<file path="config.mk">
export PLATFORM = sky130hd
export DESIGN_NAME = outdisplay_mux
export DESIGN_NICKNAME = d
export VERILOG_FILES = /design/src/rtl/outdisp_pkg.sv /design/src/rtl/outdisp_bin2bcd.sv /design/src/rtl/outdisplay_mux.sv
export SDC_FILE = /design/constraint.sdc
export NUM_CORES = 1
export LEC_CHECK = 0
export ABC_AREA = 0
export BUFFER_PORTS_ARGS = -buffer_cell sky130_fd_sc_hd__buf_2
export CAP_MARGIN = 20
export CORE_UTILIZATION = 25
export CTS_BUF_LIST = sky130_fd_sc_hd__clkbuf_4 sky130_fd_sc_hd__clkbuf_8
export CTS_CLUSTER_SIZE = 20
export DETAILED_ROUTE_END_ITERATION = 7
export REMOVE_ABC_BUFFERS = 1
export SYNTH_ARGS = -nofsm -noshare
export SYNTH_HDL_FRONTEND = slang
export SYNTH_SLANG_ARGS = --single-unit
</file>
<file path="constraint.sdc">
create_clock -name clk -period 2.3 [get_ports clk]
set_input_delay 0.23 -clock clk [delete_from_list [all_inputs] [get_ports clk]]
set_output_delay 0.23 -clock clk [all_outputs]
set_load 0.03 [all_outputs]
</file>
<file path="src/rtl/outdisp_pkg.sv">
// Shared definitions for the multiplexed 7-segment output display:
// display modes, conversion FSM states, segment glyphs and the BCD
// digit-count helper used to size the double-dabble converter.
package outdisp_pkg;

  // Display modes as captured from disp_mode (2'b11 behaves as hex).
  localparam logic [1:0] MODE_UDEC = 2'b00;
  localparam logic [1:0] MODE_SDEC = 2'b01;
  localparam logic [1:0] MODE_HEX  = 2'b10;

  typedef enum logic [1:0] {
    IDLE   = 2'd0,
    CONV   = 2'd1,
    COMMIT = 2'd2
  } state_t;

  // Segment bits are {dp,g,f,e,d,c,b,a}, active-high; dp is never lit.
  localparam logic [7:0] GLYPH_MINUS = 8'h40;
  localparam logic [7:0] GLYPH_BLANK = 8'h00;

  localparam logic [7:0] GLYPH_TABLE [16] = '{
    8'h3F, 8'h06, 8'h5B, 8'h4F, 8'h66, 8'h6D, 8'h7D, 8'h07,
    8'h7F, 8'h6F, 8'h77, 8'h7C, 8'h39, 8'h5E, 8'h79, 8'h71
  };

  function automatic logic [7:0] seg_glyph(input logic [3:0] d);
    return GLYPH_TABLE[d];
  endfunction

  // Decimal digits needed for 2**w-1: floor(w*log10(2))+1, with
  // log10(2) approximated by 1233/4096 (exact for all practical widths).
  function automatic int bcd_digits(input int w);
    return (w * 1233) / 4096 + 1;
  endfunction

endpackage

</file>
<file path="src/rtl/outdisp_bin2bcd.sv">
// Sequential double-dabble converter: one add-3/shift step per clock.
// start (re)loads the operand and restarts from step 0 even mid-run.
// last is high during the final step; done holds high from the end of
// the final step until the next start, while bcd carries the result.
module outdisp_bin2bcd
  import outdisp_pkg::*;
#(
  parameter int WIDTH = 8,
  parameter int NB    = bcd_digits(WIDTH)
) (
  input  logic              clk,
  input  logic              clr,
  input  logic              start,
  input  logic [WIDTH-1:0]  din,
  output logic              last,
  output logic              done,
  output logic [4*NB-1:0]   bcd
);

  localparam int CW = $clog2(WIDTH + 1);

  logic [WIDTH-1:0] bin_q;
  logic [4*NB-1:0]  bcd_q;
  logic [4*NB-1:0]  bcd_adj;
  logic [CW-1:0]    cnt_q;
  logic             run_q;
  logic             done_q;

  // Add 3 to every BCD nibble that is 5 or more, ahead of the shift.
  always_comb begin
    bcd_adj = bcd_q;
    for (int i = 0; i < NB; i++) begin
      if (bcd_q[4*i +: 4] >= 4'd5) bcd_adj[4*i +: 4] = bcd_q[4*i +: 4] + 4'd3;
    end
  end

  // Load on start, then shift one binary bit into the BCD register per clock.
  always_ff @(posedge clk) begin
    if (clr) begin
      bin_q  <= '0;
      bcd_q  <= '0;
      cnt_q  <= '0;
      run_q  <= 1'b0;
      done_q <= 1'b0;
    end else if (start) begin
      bin_q  <= din;
      bcd_q  <= '0;
      cnt_q  <= CW'(WIDTH);
      run_q  <= 1'b1;
      done_q <= 1'b0;
    end else if (run_q) begin
      bcd_q <= {bcd_adj[4*NB-2:0], bin_q[WIDTH-1]};
      bin_q <= {bin_q[WIDTH-2:0], 1'b0};
      cnt_q <= cnt_q - CW'(1);
      if (cnt_q == CW'(1)) begin
        run_q  <= 1'b0;
        done_q <= 1'b1;
      end
    end
  end

  assign last = run_q && (cnt_q == CW'(1));
  assign done = done_q;
  assign bcd  = bcd_q;

endmodule

</file>
<file path="src/rtl/outdisplay_mux.sv">
// Output register with multiplexed common-cathode 7-segment driver.
// oi captures bus/disp_mode and starts a WIDTH-cycle binary-to-BCD
// conversion; the display buffer changes only when a conversion commits,
// so a restart (oi while busy) or a clr never exposes partial digits.
// Build option: define OUTDISP_LZB_EN for leading-zero blanking.
module outdisplay_mux
  import outdisp_pkg::*;
#(
  parameter int WIDTH    = 8,
  parameter int DIGITS   = 4,
  parameter int SCAN_DIV = 1
) (
  input  logic              clk,
  input  logic              clr,
  input  logic              oi,
  input  logic [WIDTH-1:0]  bus,
  input  logic [1:0]        disp_mode,
  output logic [DIGITS-1:0] cc,
  output logic [7:0]        anode,
  output logic              busy
);

  localparam int NB     = bcd_digits(WIDTH);
  localparam int NH     = (WIDTH + 3) / 4;
  localparam int MAXD_A = (NB > NH) ? NB : NH;
  localparam int MAXD   = (MAXD_A > DIGITS) ? MAXD_A : DIGITS;
  localparam int IDXW   = $clog2(DIGITS);
  localparam int PW     = (SCAN_DIV > 1) ? $clog2(SCAN_DIV) : 1;

  state_t           state_q;
  logic [WIDTH-1:0] value_q;
  logic [1:0]       mode_q;
  logic [7:0]       disp_q [DIGITS];
  logic [7:0]       disp_d [DIGITS];

  logic [WIDTH-1:0] load_mag;
  logic [4*NB-1:0]  bcd;
  logic             bcd_last;
  logic             bcd_done;

  logic             neg;
  logic             is_hex;
  logic             ovf;
  logic [4*MAXD-1:0] bcd_pad;
  logic [4*MAXD-1:0] hex_pad;
  logic [3:0]       dv [DIGITS];

  logic [PW-1:0]    pre_q;
  logic [IDXW-1:0]  idx_q;
  logic [IDXW-1:0]  cur_q;
  logic             scan_on_q;
  logic             scan_tc;

  // A negative signed load converts its two's-complement magnitude, which
  // is exact as an unsigned WIDTH-bit value even for the most negative input.
  assign load_mag = (disp_mode == MODE_SDEC && bus[WIDTH-1]) ? (~bus + WIDTH'(1)) : bus;

  outdisp_bin2bcd #(
    .WIDTH (WIDTH),
    .NB    (NB)
  ) u_bin2bcd (
    .clk   (clk),
    .clr   (clr),
    .start (oi),
    .din   (load_mag),
    .last  (bcd_last),
    .done  (bcd_done),
    .bcd   (bcd)
  );

  // Per-digit values and overflow for the captured value and mode.
  always_comb begin
    neg     = (mode_q == MODE_SDEC) && value_q[WIDTH-1];
    is_hex  = (mode_q & MODE_HEX) != 2'b00;
    bcd_pad = '0;
    bcd_pad[4*NB-1:0] = bcd;
    hex_pad = '0;
    hex_pad[WIDTH-1:0] = value_q;
    ovf = 1'b0;
    for (int j = 0; j < MAXD; j++) begin
      if (is_hex) begin
        if (j >= DIGITS && hex_pad[4*j +: 4] != 4'd0) ovf = 1'b1;
      end else begin
        if (j >= (neg ? DIGITS - 1 : DIGITS) && bcd_pad[4*j +: 4] != 4'd0) ovf = 1'b1;
      end
    end
    for (int i = 0; i < DIGITS; i++) begin
      dv[i] = is_hex ? hex_pad[4*i +: 4] : bcd_pad[4*i +: 4];
    end
  end

`ifdef OUTDISP_LZB_EN
  logic seen;
`endif

  // Glyph for every digit position, scanning from the most significant down.
  always_comb begin
`ifdef OUTDISP_LZB_EN
    seen = 1'b0;
`endif
    for (int i = DIGITS - 1; i >= 0; i--) begin
      if (ovf) begin
        disp_d[i] = GLYPH_MINUS;
      end else if (neg && i == DIGITS - 1) begin
        disp_d[i] = GLYPH_MINUS;
      end else begin
`ifdef OUTDISP_LZB_EN
        if (dv[i] != 4'd0 || i == 0) seen = 1'b1;
        disp_d[i] = seen ? seg_glyph(dv[i]) : GLYPH_BLANK;
`else
        disp_d[i] = seg_glyph(dv[i]);
`endif
      end
    end
  end

  // Capture/convert/commit FSM; oi restarts from any state, latest load wins.
  always_ff @(posedge clk) begin
    if (clr) begin
      state_q <= IDLE;
      busy    <= 1'b0;
      value_q <= '0;
      mode_q  <= MODE_UDEC;
      for (int i = 0; i < DIGITS; i++) disp_q[i] <= seg_glyph(4'd0);
    end else if (oi) begin
      value_q <= bus;
      mode_q  <= disp_mode;
      state_q <= CONV;
      busy    <= 1'b1;
    end else begin
      case (state_q)
        CONV: begin
          if (bcd_last) state_q <= COMMIT;
        end
        COMMIT: begin
          if (bcd_done) begin
            for (int i = 0; i < DIGITS; i++) disp_q[i] <= disp_d[i];
          end
          state_q <= IDLE;
          busy    <= 1'b0;
        end
        default: state_q <= IDLE;
      endcase
    end
  end

  assign scan_tc = (pre_q == PW'(SCAN_DIV - 1));

  // Digit scan: advance the selected digit at each prescaler terminal count;
  // the anode keeps tracking the buffer for the digit currently selected.
  always_ff @(posedge clk) begin
    if (clr) begin
      pre_q     <= '0;
      idx_q     <= '0;
      cur_q     <= '0;
      scan_on_q <= 1'b0;
      cc        <= '1;
      anode     <= '0;
    end else if (scan_tc) begin
      pre_q     <= '0;
      cc        <= ~(DIGITS'(1) << idx_q);
      anode     <= disp_q[idx_q];
      cur_q     <= idx_q;
      idx_q     <= (idx_q == IDXW'(DIGITS - 1)) ? '0 : idx_q + IDXW'(1);
      scan_on_q <= 1'b1;
    end else begin
      pre_q <= pre_q + PW'(1);
      if (scan_on_q) anode <= disp_q[cur_q];
    end
  end

endmodule
</file>
After elaboration in Yosys (flattened, before gate mapping)
Memories as Yosys holds them, arrays and structs flattened. A register that Yosys moved wholly into a read port is not among the register bits.
Cells that the tools add are included.
- register bits after elaboration: 57
- RAM bits: 32
- bits in read-only memories: 384
- output and inout bits: 13
- word-level logic and storage cells: 127
- memories kept: 4
- $add $sub $neg: 7
- order comparisons: 9
- eq/ne operators: 8
- shift operators: 1
- muxes and demuxes: 55
- bitwise gates (word level): 11
- reductions and logical operators: 15
- memory list (memory ; depth ; bits a word ; rd ports ; clocked after Yosys merged registers in ; write ports ; line ; source):
    (no name shown) ; 16 ; 8 ; 1 ; 0 ; 0 ; outdisp_pkg.sv:27 ; return GLYPH_TABLE[d];
    (no name shown) ; 16 ; 8 ; 1 ; 0 ; 0 ; outdisp_pkg.sv:27 ;
    (no name shown) ; 16 ; 8 ; 1 ; 0 ; 0 ; outdisp_pkg.sv:27 ;
    disp_q ; 4 ; 8 ; 2 ; 2 ; 4 ; outdisplay_mux.sv:33 ; logic [7:0] disp_q [DIGITS];
- operators by type and width (cell ; number):
    $mux W8 ; 18
    $ge A1 B32 Y1 const A ; 1
    $ge A2 B32 Y1 const A ; 1
    $ge A3 B32 Y1 const A ; 1
    $mux W4 ; 7
    $mux W1 ; 21
    $ge A5 B5 Y1 const B ; 3
    $not A4 Y5 ; 3
    $mux W7 ; 2
    $ge A4 B3 Y1 const B ; 3
    $reduce_bool A4 Y1 ; 3
    $mux W2 ; 5
    $add A4 B2 Y4 const B ; 2
    $add A8 B1 Y8 const B ; 1
    $not A8 Y8 ; 1
    $eq A2 B1 Y1 const B ; 3
    $logic_and A1 B1 Y1 ; 6
    $mux W3 ; 2
    $eq A2 B2 Y1 const B ; 2
    $eq A4 B1 Y1 const B ; 1
    $not A4 Y4 ; 1
    $or A1 B1 Y1 ; 4
    $reduce_bool A2 Y1 ; 2
    $reduce_or A2 Y1 ; 2
    other kinds (10) ; 11

Logic depth before layout (Yosys ltp)
- depth in word-level cells: 13
- depth in mapped cells: 10
- gate-level depth less buffers: 8

Modules after synthesis
From an unflattened synthesis, not the netlist that was laid out.
- cells, all modules: 528
- area total of the unflattened synthesis: 5012.3 um^2
- by module, submodules not included (module ; instances ; cells each ; area each (um^2) ; sequential area each (um^2)):
    outdisplay_mux ; 1 ; 359 ; 3589.7 ; 1371.3
    outdisp_bin2bcd ; 1 ; 169 ; 1422.6 ; 520.5

Worst setup path after synthesis
No wires, ideal clock.
- kind: input-to-reg
- from: input port oi
- to: memory disp_q[0][0] (enable)
- arrival: 1733 ps
- required time: 1892 ps
- slack: 159 ps
- stages on the path: 3
- path buffers: 2
- path through: buf_2 > buf_1 > o21bai_1
- RTL lines (what ; line ; source):
    start: declaration ; outdisplay_mux.sv:15 ; input logic oi,
    end: declaration ; outdisplay_mux.sv:33 ;

==> results.md <==
- Leading cell types in the layout, fill and taps excluded: dfxtp_1 (60), nor2_1 (52), nand2_1 (48), inv_1 (36), ha_1 (34)
- Vias in the first global route: 3366
- Max Slew Vio Count: 0
- Detailed Routing Iterations Pass 1: 4
- Post-synthesis compound-gate area fraction: 14.1%
- Seq/Total Area, Yosys: 39.5%
- H-tree levels: 3
- Reg clk slew, reported paths: 0.08 ns
- Largest family of logic cells by synthesized area: simple AND/OR/NAND/NOR gates
- Final worst path period share: 90.7%
- # nets final: 582
- Worst setup margin: 0.213 ns
- Top Ports: 26
- Slowest-stage cell, CP: dfxtp_1
- TritonCTS Buffers: 9
- Synth Area in Adders: 8.87%
- Setup CP Type: flop to flop
- Crit path cell chain: mux2_2 > inv_1 > ha_1 > nor2_1 > a211oi_1 > a311o_1
- Hold-fix buffers, CTS: 0
- Skew-Pair Late Insertion Delay: 0.35 ns
- Min cycle time layout: 2.09 ns
- Synth Warn #: 0
- Asr flop ratio synth: 0%
- Max clock buf depth: 2
- CP top delay family: flip-flops
- Height of the die: 140 um
- Crit-path max cell delay: 0.51 ns
- Iter 0 DRT Violations: 213
- Crit path capture type: flop
- FF-to-FF Start: mode_q[1]$_SDFFE_PP0P_
- Post-Syn Instances: 516
- Power Density: 570 nW/um2
- CTS tree: built
- CP required: 2.40 ns
- Synthesized area per cell: 9.29 um2
- Multiplexer share of the synthesized area: 13.5%
- Flop pwr share: 52.7%
- Slew margin rel.: 62.3%
- Commonest non-fill, non-tap cell in the layout: dfxtp_1
- Share of cells above drive strength 1: 15.6%
- Pre-CTS setup slack: 0.220 ns
- Post-CTS Setup Bufs: 0
- Total GRT Usage: 10.8%
- Worst-path fanout max: 6
- Top_reg_cell synth: dfxtp_1
- DRC viols: 0
- Synth Area in XOR/XNOR: 1.28%
- Wirelength, routed: 10000 um
- Initial antenna violation count: 0
- Worst path arrival time: 2.19 ns
- Post-synth EDFFs: 23
- Post-DP HPWL: 7490 um
- Setup violators final: 0
- Post-CTS resize count: 0
- Sw power: 0.793 mW
- Switching part of the total power: 25.9%
- First-pass GRT wire length: 17100 um
- Status: complete, no violations
- Global route overflow: 0
- Per-cell routed wire length: 12.9 um
- Slew @ Worst Pin: 0.550 ns
- Clock share of power: 35.0%
- Hold Path Origin: disp_mode[0]
- Via count of the routed design: 3581
- Initial core utilization: 25.5%
- Pint: 2.27 mW
- Post-route ant nets: 0
- Die Wd: 140 um
- Combinational power share: 12.3%
- Hold Path Class: input port to flop
- Antenna cells: 0
- Core ar.: 18800 um2
- #FFs+latches synth: 83
- GP Congestion: 0.808
- Max Freq: 479 MHz
- Unrepaired setup endpoints after global routing: no
- TNS Setup: 0 ns
- Largest net degree at the start of global routing: 26
- Post-DR vias/cell: 4.63
- Netlist cell types: 58
- Core Rows: 50
- Pleak: 1.91 nW
- Max-Cap Viols: 0
- Clock skew: 0.0101 ns
- Clock sink total: 83
- Startpoint types: flop
- Worst IR Drop VDD: 0.269 mV
- Simple-Gate Fraction of Synth Area: 16.8%
- Synth-to-Final Area Change: 12.1%
- Final hold vios: 0
- Worst Setup SP: mode_q[1]$_SDFFE_PP0P_
- WP buf/inv: 1
- Root buffer cell: clkbuf_8
- Die area: 19700 um2
- IO buf count: 24
- Synth Cell Area: 4790 um2
[layer usage]
layer | share of wire, % | global-route usage (%)
met1 | 52 | 15.2
met3 | 4.5 | 2.50
met2 | 43 | 16.6
met4 | 0.36 | 2.92
met5 | 0 | 0
[through the flow]
step	cell area (um2)	power [mW]	utilization [%]	hold WS, ns	instances
floorplan	4650	1.89	-	0.296	486
global placement	5170	2.02	27.6	0.424	758
detailed placement	5170	2.02	27.6	0.430	758
CTS	5370	3.10	28.6	0.151	773
global route	5370	3.22	28.6	0.152	773
finish	5370	3.06	28.6	0.179	773
[registers in the layout, indices dropped and copies added, names as in the netlist, 2 cells and up, named ones only]
register and count:
disp_q 23, u_bin2bcd.bcd 12, u_bin2bcd.bin_q 8, value_q 8, anode 7, cc 4, u_bin2bcd.cnt_q 4, cur_q 2
idx_q 2, mode_q 2, state_q 2
[final cells by class]
cell class	instances	area [um2]
clock buffer	11	151
clock inverter	4	48.8
fill	2000	13400
inverter	36	135
multi-input combinational	367	2630
sequential	83	1890
tap	234	293
timing repair buffer	38	225
[Yosys cell counts (10+ instances only)]
cell      count  share of area, %
inv_1        36               2.8
mux2_2       12               2.8
edfxtp_1     23                14
nand2b_1     16               2.1
a211oi_1     10               1.6
o21ai_0      25               2.6
nand3_1      12               1.3
nand2_1      48               3.8
nor2_1       52               4.1
clkbuf_1     15               1.2
ha_1         34               8.9
a21oi_1      29               3.0
dfxtp_1      60                25
mux2i_1      27               5.6
[worst paths after layout]
path                                end  slack [ns]  cells past startpoint
max reg2reg  disp_q[1][3]$_SDFFCE_PN1P_        0.21                      6
min              mode_q[0]$_SDFFE_PP0P_        0.18                      3
max          disp_q[1][3]$_SDFFCE_PN1P_        0.21                      6
min reg2reg     state_q[1]$_SDFFE_PP0P_        0.45                      1
[worst min-delay path, cell delays in order]
cell	delay (ns)
buf_2	0.12
mux2i_1	0.07
nor2_1	0.07
[power by group through the flow]
stage	Clock, mW	Sequential, mW	Combinational (mW)
3_5_place_dp	0	1.65	0.376
4_1_cts	1.11	1.61	0.378
6_report	1.07	1.61	0.376
5_1_grt	1.17	1.62	0.422
3_3_place_gp	0	1.65	0.373
2_1_floorplan	0	1.68	0.215
[cell families (layout without fill, tap and decap cells)]
family,Yosys count,after routing
and+or+nand+nor,168,168
AOI/OAI and AO/OA,106,106
xor gates and xnor gates,7,7
buffers and inverters,67,89
other,1,2
DFF,83,83
muxes,50,50
adders and majority gates,34,34
(Power assumes the default switching activity.)
